File: config.mk
export PLATFORM = sky130hd
export DESIGN_NAME = serial_nibble_adder
export DESIGN_NICKNAME = d
export VERILOG_FILES = /design/src/rtl/serial_nibble_adder.sv
export SDC_FILE = /design/constraint.sdc
export NUM_CORES = 1
export LEC_CHECK = 0
export ABC_AREA = 1
export CAP_MARGIN = 15
export CORE_AREA = 4 4 105 107
export DETAILED_ROUTE_END_ITERATION = 12
export DIE_AREA = 0 0 109 111
export PLACE_DENSITY = 0.49
export SETUP_SLACK_MARGIN = 0.05
export SYNTH_ARGS = -nofsm -noshare
export SYNTH_HDL_FRONTEND = slang
export SYNTH_SLANG_ARGS = --single-unit
export TNS_END_PERCENT = 30
File: constraint.sdc
create_clock -name clk -period 10.35 [get_ports clk]
set_clock_uncertainty 0.2 [all_clocks]
set_input_delay 2.07 -clock clk [delete_from_list [all_inputs] [get_ports clk]]
set_output_delay 2.07 -clock clk [all_outputs]
set_load 0.005 [all_outputs]
File: src/rtl/serial_nibble_adder.sv
// Multi-cycle WIDTH-bit adder: one 4-bit ripple Adder slice per clock, LSB first,
// carry chained through a register, valid/ready handshakes on both sides.
module serial_nibble_adder #(
    parameter int unsigned WIDTH = 16
) (
    input  logic             clk,
    input  logic             rst_n,
    input  logic             in_valid,
    output logic             in_ready,
    input  logic [WIDTH-1:0] a,
    input  logic [WIDTH-1:0] b,
    input  logic             cin,
    output logic             out_valid,
    input  logic             out_ready,
    output logic [WIDTH-1:0] sum,
    output logic             cout,
    output logic             overflow
);

    localparam int unsigned N     = WIDTH / 4;
    localparam int unsigned IDX_W = (N > 1) ? $clog2(N) : 1;

    typedef enum logic [1:0] {
        S_IDLE = 2'd0,
        S_RUN  = 2'd1,
        S_DONE = 2'd2
    } state_e;

    state_e state_q, state_d;

    logic [N-1:0][3:0] a_q, a_d;
    logic [N-1:0][3:0] b_q, b_d;
    logic [N-1:0][3:0] sum_q, sum_d;
    logic [IDX_W-1:0]  idx_q, idx_d;
    logic              carry_q, carry_d;
    logic              cout_q, cout_d;
    logic              ovf_q, ovf_d;
    logic              in_ready_q, in_ready_d;
    logic              out_valid_q, out_valid_d;

    logic [3:0]        a_sl;
    logic [3:0]        b_sl;
    logic [3:0]        add_sum;
    logic              add_cout;
    logic              last_slice;

    // State register
    always_ff @(posedge clk or negedge rst_n) begin
        if (!rst_n) begin
            state_q <= S_IDLE;
        end else begin
            state_q <= state_d;
        end
    end

    assign last_slice = (idx_q == IDX_W'(N - 1));

    // Next-state logic
    always_comb begin
        state_d = state_q;
        case (state_q)
            S_IDLE:  if (in_valid)   state_d = S_RUN;
            S_RUN:   if (last_slice) state_d = S_DONE;
            S_DONE:  if (out_ready)  state_d = S_IDLE;
            default: state_d = S_IDLE;
        endcase
    end

    // Handshake flags follow the state being entered, so they register cleanly
    always_comb begin
        in_ready_d  = 1'b0;
        out_valid_d = 1'b0;
        case (state_d)
            S_IDLE:  in_ready_d  = 1'b1;
            S_DONE:  out_valid_d = 1'b1;
            default: ;
        endcase
    end

    // Slice select for the shared Adder
    always_comb begin
        a_sl = '0;
        b_sl = '0;
        for (int k = 0; k < int'(N); k++) begin
            if (idx_q == IDX_W'(k)) begin
                a_sl = a_q[k];
                b_sl = b_q[k];
            end
        end
    end

    Adder u_adder (
        .A    (a_sl),
        .B    (b_sl),
        .Cin  (carry_q),
        .Sum  (add_sum),
        .Cout (add_cout)
    );

    // Datapath next-state: operand capture in IDLE, one slice per RUN cycle
    always_comb begin
        a_d     = a_q;
        b_d     = b_q;
        sum_d   = sum_q;
        idx_d   = idx_q;
        carry_d = carry_q;
        cout_d  = cout_q;
        ovf_d   = ovf_q;
        case (state_q)
            S_IDLE: begin
                if (in_valid) begin
                    a_d     = a;
                    b_d     = b;
                    carry_d = cin;
                    idx_d   = '0;
                end
            end
            S_RUN: begin
                for (int k = 0; k < int'(N); k++) begin
                    if (idx_q == IDX_W'(k)) begin
                        sum_d[k] = add_sum;
                    end
                end
                carry_d = add_cout;
                if (last_slice) begin
                    idx_d  = '0;
                    cout_d = add_cout;
                    // Carry into the MSB recovered from the MSB sum bit, xor carry out
                    ovf_d  = (a_q[N-1][3] ^ b_q[N-1][3] ^ add_sum[3]) ^ add_cout;
                end else begin
                    idx_d = idx_q + IDX_W'(1);
                end
            end
            default: ;
        endcase
    end

    always_ff @(posedge clk or negedge rst_n) begin
        if (!rst_n) begin
            a_q         <= '0;
            b_q         <= '0;
            sum_q       <= '0;
            idx_q       <= '0;
            carry_q     <= 1'b0;
            cout_q      <= 1'b0;
            ovf_q       <= 1'b0;
            in_ready_q  <= 1'b1;
            out_valid_q <= 1'b0;
        end else begin
            a_q         <= a_d;
            b_q         <= b_d;
            sum_q       <= sum_d;
            idx_q       <= idx_d;
            carry_q     <= carry_d;
            cout_q      <= cout_d;
            ovf_q       <= ovf_d;
            in_ready_q  <= in_ready_d;
            out_valid_q <= out_valid_d;
        end
    end

    assign in_ready  = in_ready_q;
    assign out_valid = out_valid_q;
    assign sum       = sum_q;
    assign cout      = cout_q;
    assign overflow  = ovf_q;

endmodule

// 4-bit ripple-carry adder slice.
module Adder (
    input  logic [3:0] A,
    input  logic [3:0] B,
    input  logic       Cin,
    output logic [3:0] Sum,
    output logic       Cout
);

    logic [4:0] c;

    always_comb begin
        Sum  = '0;
        c    = '0;
        c[0] = Cin;
        for (int k = 0; k < 4; k++) begin
            Sum[k]   = A[k] ^ B[k] ^ c[k];
            c[k+1]   = (A[k] & B[k]) | (c[k] & (A[k] ^ B[k]));
        end
        Cout = c[4];
    end

endmodule

==> impl_summary.md <==
Run status
The run finished with clean final reports.

Worst setup path
In this run the worst setup path terminates at overflow. The endpoint type of the worst setup path is a flop. The worst-path maximum fanout is 12. The cell with the biggest individual delay on the critical path is sky130_fd_sc_hd__fa_1. For the worst setup path, the data required time is 10.38 ns.

The critical setup path kind is reg2reg. The kind of launch point of the worst setup path is a flop. The kind of cell adding the most delay to the critical path is adder cells. The largest incremental delay on the critical path is 0.53 ns.

Traced cell by cell, the critical path runs through inv_1 -> ha_1 -> inv_1 -> nor2_1 -> nor2_1 -> a22oi_1 -> fa_1 -> inv_1 -> fa_1 -> inv_1 -> fa_1 -> inv_1 -> fa_1 -> inv_1 -> nand2_1 -> nand2_1 -> nand2_1 -> nand2_1 -> nand2_1 -> nand2_1. The buffering stage count on the worst path with inverters included is 6. The logic depth of the worst path, buffers included is 20. The most critical setup path has its startpoint at idx_q[0].

The reg-to-reg endpoint is overflow. The reg-to-reg startpoint is idx_q[0]. Measured in cells, the most critical reg-to-reg path has a length of 20. The flop-to-flop setup slack is 6.42 ns. The critical path data arrival time is 3.95 ns.

Power
The design draws 1.23 mW. The total leakage power is 1.71 nW. The sequential share of power is 31.5%.

For this design the ratio of total power to cell area is 346 mW/mm^2. The worst supply voltage drop on vdd is 0.000117 V. The internal power summed over all cells is 702 uW. The proportion of power drawn by the clock network is 16.3%. In this run switching power makes up 43.0% of total power.

The reported net switching power is 529 uW. The share of total power dissipated in combinational logic is 52.2%.

Finish
The number of non-filler instances in the completed layout is 513. The proportion of layout cells with a drive suffix above 1 is 10.1%. Fill cells in the final layout number 1,058. The post-layout net count is 417. The area added between synthesis and finish is 33.2%. The repair_antennas step left the layout with diodes totalling 0.

Clocking
The setup fix buffers added after clock tree synthesis is 0. CTS built an H-tree with a depth of 3. The number of buffers created by CTS is 9. The total of cells resized after clock tree synthesis is 0. The clock passes through at most 2 buffers.

The number of sinks on the clock net is 57. After clock tree synthesis, the flow added hold-fix buffers numbering 0. TritonCTS built the clock tree. CTS placed an instance of sky130_fd_sc_hd__clkbuf_8 at the clock tree root. The clock latency reported for the late side of the worst-skew pair is 0.33 ns.

The clock-pin transition on the worst setup and hold timing paths is 0.06 ns.

Logic synthesis
In the synthesized netlist, the cells that appear most often are 112 x sky130_fd_sc_hd__nand2_1, 56 x sky130_fd_sc_hd__dfrtp_1, 31 x sky130_fd_sc_hd__nand3_1, 16 x sky130_fd_sc_hd__nor2_1. In the synthesized netlist the async set-or-reset flop fraction comes to 100%. The area share of xor/xnor cells in the synthesized design is 0%. The post-synthesis sequential element count is 57.

The synthesized netlist devotes 4.86% of its cell area to adder and majority cells. After synthesis, the cell types taking the most area are sky130_fd_sc_hd__dfrtp_1 52%, sky130_fd_sc_hd__nand2_1 16%, sky130_fd_sc_hd__nand3_1 5.8%. The largest total area in the synthesized netlist belongs to sky130_fd_sc_hd__dfrtp_1. By area, the combinational part of the netlist is dominated by simple AND/OR/NAND/NOR gates. The predominant post-synthesis flop cell is sky130_fd_sc_hd__dfrtp_1. The synthesized netlist devotes 10.1% of its cell area to compound gates. Summing the sequential cell areas from Yosys gives 53.4% of the chip area. The number of enable flip-flop cells after synthesis is 0. Among all cell types in the netlist, the one instantiated most often is sky130_fd_sc_hd__nand2_1. The proportion of synthesized area in mux cells is 0%. The mean instance size in the synthesized netlist is 8.49 sq um. The simple logic cell fraction of the synthesized area is 26.3%. Yosys mapped the design onto 23 distinct sky130hd cell types. Synthesis produced a netlist with a net count of 360.

The share of synthesized area in the top cell type comes to 52.4%. The mapped netlist covers 0.00268 sq mm. For this run, the number of Yosys warnings is 0. The synthesized netlist cell count is 315.

Drt
The wire length after detailed routing is 6500 um. The remaining number of nets flagged by the antenna check after routing is 0. After detailed routing, the number of remaining DRC violations is 0. The routed wirelength normalized by instance count is 12.7 um. The starting DRC count in detailed routing is 70.

For this block, the via count after detailed routing is 2,180. Before antenna repair, the detailed router went through 4 iterations. Dividing the detail-routed via count by the number of cells gives 4.25.

Timing
The final hold slack is 0.272 ns. The final hold violation count is 0. The final setup violation count is 0. The worst slew slack as a fraction of its limit is 51.1%. The final-layout setup total negative slack is 0 ns. The maximum clock frequency is 0.255 GHz. The number of max-slew violations in the final report came to 0. After layout, the minimum clock period comes to 3.93 ns. For the pin with the worst max-slew slack, the measured transition is 0.733 ns. Setup repair after global routing left no endpoint under its margin. After layout, the worst path uses 38.0% of the clock period.

Die
From left edge to right edge, the die measures 109 um. The core area is 0.0101 sq mm. The number of rows created at floorplan is 37. The area of the die is 0.0121 sq mm. For this configuration, the core starts out at a cell density of 26.4%.

The die is 111 um tall. The count of pins on the block boundary is 57.

Min path
In this run the worst hold path is classified as reg2reg.

Placement
Once detailed placement completed, the half-perimeter wirelength came to 4580 um. Input and output buffers added on the ports amount to 56. The final weighted congestion in routability-driven placement is 0.726.

The number of placed instances, taps included, is 496.

Global route
The global-route wire length before repair is 10,900 um. The total routing resource utilization after global routing is 11.6%. The pin count of the biggest net entering global routing is 58. The number of antenna violations at the first check in global routing came to 0. The via count of the first global-routing pass is 2,226. The overall overflow remaining after global route is 0.

Run
The max capacitance violation total is 0.
-- worst min path at each step --
| stage | start | endpoint | cells past startpoint |
|---|---|---|---|
| 3_5_place_dp | b_q[13] | b_q[13] | 2 |
| 4_1_cts | b_q[14] | b_q[14] | 2 |
| 3_3_place_gp | b_q[14] | b_q[14] | 2 |
| 5_1_grt | b_q[13] | b_q[13] | 2 |
| 6_report | a_q[3] | a_q[3] | 2 |
| 2_1_floorplan | b_q[12] | b_q[12] | 2 |
-- sequential cells by signal (all words and copies together) (netlist names) --
signal	flops
a_q	16
carry_q	1
cout	1
sum	16
idx_q	2
in_ready	1
overflow	1
b_q	16
state_q	2
out_valid	1
-- worst register-to-register path: stages (launching register included) --
cell and delay (ns):
sky130_fd_sc_hd__dfrtp_1 0.41, sky130_fd_sc_hd__inv_1 0.12, sky130_fd_sc_hd__ha_1 0.46, sky130_fd_sc_hd__inv_1 0.25
sky130_fd_sc_hd__nor2_1 0.15, sky130_fd_sc_hd__nor2_1 0.05, sky130_fd_sc_hd__a22oi_1 0.28, sky130_fd_sc_hd__fa_1 0.22
sky130_fd_sc_hd__inv_1 0.05, sky130_fd_sc_hd__fa_1 0.35, sky130_fd_sc_hd__inv_1 0.08, sky130_fd_sc_hd__fa_1 0.17
sky130_fd_sc_hd__inv_1 0.05, sky130_fd_sc_hd__fa_1 0.53, sky130_fd_sc_hd__inv_1 0.14, sky130_fd_sc_hd__nand2_1 0.09
sky130_fd_sc_hd__nand2_1 0.05, sky130_fd_sc_hd__nand2_1 0.06, sky130_fd_sc_hd__nand2_1 0.05, sky130_fd_sc_hd__nand2_1 0.05
sky130_fd_sc_hd__nand2_1 0.04
-- through the flow --
stage               utilization, %  instance area, sq um  setup slack, ns
floorplan                        -                  2680             7.09
global placement              33.0                  3350             5.73
detailed placement            33.0                  3350             5.60
CTS                           34.9                  3540             5.94
global route                  35.1                  3560             6.11
finish                        35.1                  3560             6.42
-- layout by cell type, fill, tap and decap left out, drive strengths merged --
master	instances
o21ai	28
and2	1
nor2	19
inv	20
or2	2
dfrtp	56
ha	4
nand2	117
clkdlybuf4s50	55
nand3	31
dfstp	1
o31ai	2
clkbuf	13
fa	4
bufinv	1
clkinv	2
a22oi	2
a21oi	13
o211ai	2
buf	4
-- power groups by stage --
| stage | clock network, mW | registers (mW) | logic [mW] |
|---|---|---|---|
| after global placement | 0 | 0.390 | 0.648 |
| after floorplan | 0 | 0.382 | 0.432 |
| final | 0.201 | 0.387 | 0.643 |
| after CTS | 0.209 | 0.388 | 0.661 |
| after global routing | 0.220 | 0.401 | 0.737 |
| after detailed placement | 0 | 0.391 | 0.659 |
-- metal layers --
layer,wire [um],vias to the layer above,GRT usage [%]
li1,-,1128,-
met1,3100,998,14.6
met2,3020,48,18.2
met3,318,6,4.43
met4,72,0,3.28
met5,0,-,0
-- logic make-up after synthesis --
family | after synthesis
adder cells (fa/ha/maj) | 8
buffers and inverters | 33
AO/OA/AOI/OAI | 47
AND/OR/NAND/NOR | 170
flip-flops | 57
-- layout make-up --
type / count / area [sq um] / area share (%)
clock inverter: 3 / 40.0 / 1.12
multi-input combinational: 225 / 1100 / 31.0
tap: 136 / 170 / 4.78
clock buffer: 13 / 149 / 4.18
inverter: 20 / 75.1 / 2.11
sequential: 57 / 1430 / 40.1
timing repair buffer: 59 / 598 / 16.8
(Power assumes the default switching activity.)
==> edit: new RTL, same settings <==
Change the parameter `WIDTH` from 16 to 8.
--- a/src/rtl/serial_nibble_adder.sv
+++ b/src/rtl/serial_nibble_adder.sv
@@ -1,7 +1,7 @@
 // Multi-cycle WIDTH-bit adder: one 4-bit ripple Adder slice per clock, LSB first,
 // carry chained through a register, valid/ready handshakes on both sides.
 module serial_nibble_adder #(
-    parameter int unsigned WIDTH = 16
+    parameter int unsigned WIDTH = 8
 ) (
     input  logic             clk,
     input  logic             rst_n,
Ports: changed (resized a, b and sum); port bits go from 57 to 33. The function was not compared with the original's and may differ.
==> edit against the original RTL <==
Synthesized cell count is 46% lower; critical path depth is 19 lower; routed wire length is 49% lower; design area is 42% lower; total power is 46% lower; highest routed layer unchanged; largest cell class unchanged; sequential cell count is 25 lower; first-iteration DRC count is 27% lower; cell count is 33% lower; critical path type is now reg2out; area after synthesis is 44% lower; worst setup slack better by 370 ps.
==> edit: results (changes against the original RTL) <==
stage,metric,value,unit,change
outcome,status,"finished, final reports clean",,
detailed_routing,dr.first_iter.drc_count,51,,-27%
yosys,synth_area_leaders,"dfrtp_1, nand2_1, fa_1, o21ai_0, o21ai_2",,
yosys,yosys_warnings,0,,unchanged
detailed_routing,via_per_inst,3.29,,-23%
layout,drive_gt1_frac,0.121,,+0.0206
global_routing,grt_use_total,0.0614,,-0.0542
placement,finalWeightedCongestion,0.686,,-5.5%
yosys,synth_fp_nets,194,,-46%
worst_setup_path,slowest_stage,dfstp_2,,
global_routing,met2_usage,0.0831,,-0.0991
pwr,p_switching,0.000273,W,-48%
pwr,p_clk,0.000105,W,-48%
placement,dp.cells,334,,-33%
pwr,p_leak,0.982,nW,-43%
placement,dpl.hpwl,2480,µm,-46%
clock_tree,cts_buffer_depth,2,,unchanged
global_routing,groute.layer.met3.usage,0.0198,,-0.0245
global_routing,grt_pass1_wl,5680,µm,-48%
worst_setup_path,crit_family,flip-flops,,
layout,fillers,1135,,+7.3%
clock_tree,htree_levels,2,,-1
global_routing,grt_pass1_vias,1176,,-47%
yosys,yosysSeqAreaShare,0.536,,+0.00228
clock_tree,clock_latency,280,ps,-50 ps
pwr,peakVddDrop,0.0905,mV,-22%
detailed_routing,routed_wirelength,3320,µm,-49%
global_routing,grt_max_degree,33,,-43%
global_routing,met1_usage,0.0862,,-0.0603
worst_setup_path,crit_path_max_fanout,1,,-11
layout,nets,230,,-45%
detailed_routing,vias,1124,,-48%
placement,placed_area,0.00196,mm²,-41%
yosys,ys.flop_type,dfrtp_1,,
worst_setup_path,cp.arrival,1290,ps,-2660 ps
clock_tree,numCtsBuffers,5,,-4
yosys,ys_top_cells_by_count,"nand2_1, dfrtp_1, inv_1, o21ai_0, o21ai_2",,
yosys,synth_cells,169,,-46%
worst_setup_path,max_stage_delay,520,ps,
pwr,comb_power_share,0.500,,-0.022
yosys,post_synth_num_cell_types,20,,-13%
placement,io_buffers,32,,-43%
-- edit: cell types whose count changed after synthesis, moves of 5 or more --
cell,delta
buf_2,-9
dfrtp_1,-25
inv_1,-5
nand2_1,-23
nor2_1,-16
nand3_1,-30
a21oi_1,-13
o21ai_1,-15
-- edit: path summary, 6_finish.rpt --
kind / start / endpoint / slack (ps) / cells after the start
worst max-delay path: in_ready / in_ready / 6790 / 1
worst min register to register: b_q[3] / b_q[3] / 280 / 2
worst min-delay path: b_q[3] / b_q[3] / 280 / 2
worst max register to register: idx_q / overflow / 7160 / 16
min in group asynchronous: rst_n / out_valid / 1990 / 2
max in group asynchronous: rst_n / in_ready / 7640 / 2
-- edit: kinds of logic (layout without fill, tap and decap cells) --
group                    Yosys count  in the layout  synth area share
flip-flops                        32             32             0.536
buffers and inverters             19             56            0.0627
adder cells (fa/ha/maj)            4              4            0.0535
AND/OR/NAND/NOR                   97             97             0.270
AO/OA/AOI/OAI                     15             15            0.0644
multiplexers                       2              2            0.0134
-- edit: layer usage --
| metal | up-vias | wire length [µm] |
|---|---|---|
| met5 | - | 0 |
| met4 | 0 | 72 |
| met3 | 8 | 252 |
| met2 | 30 | 1270 |
| met1 | 500 | 1720 |
| li1 | 586 | - |
-- edit: cell type report --
cell class / instances / area [µm²] / share of cell area
clock buffer: 8 / 100 / 0.0486
inverter: 15 / 58.8 / 0.0286
multi-input combinational: 118 / 601 / 0.292
sequential: 32 / 802 / 0.389
tap: 136 / 170 / 0.0826
timing repair buffer: 33 / 328 / 0.159
-- edit: metrics by stage --
stage	utilization	total power (W)	setup WS, ps
floorplan	-	0.000464	7520
global placement	0.193	0.000563	6860
detailed placement	0.193	0.000570	6820
CTS	0.203	0.000679	6770
global route	0.203	0.000746	6750
finish	0.203	0.000664	6790
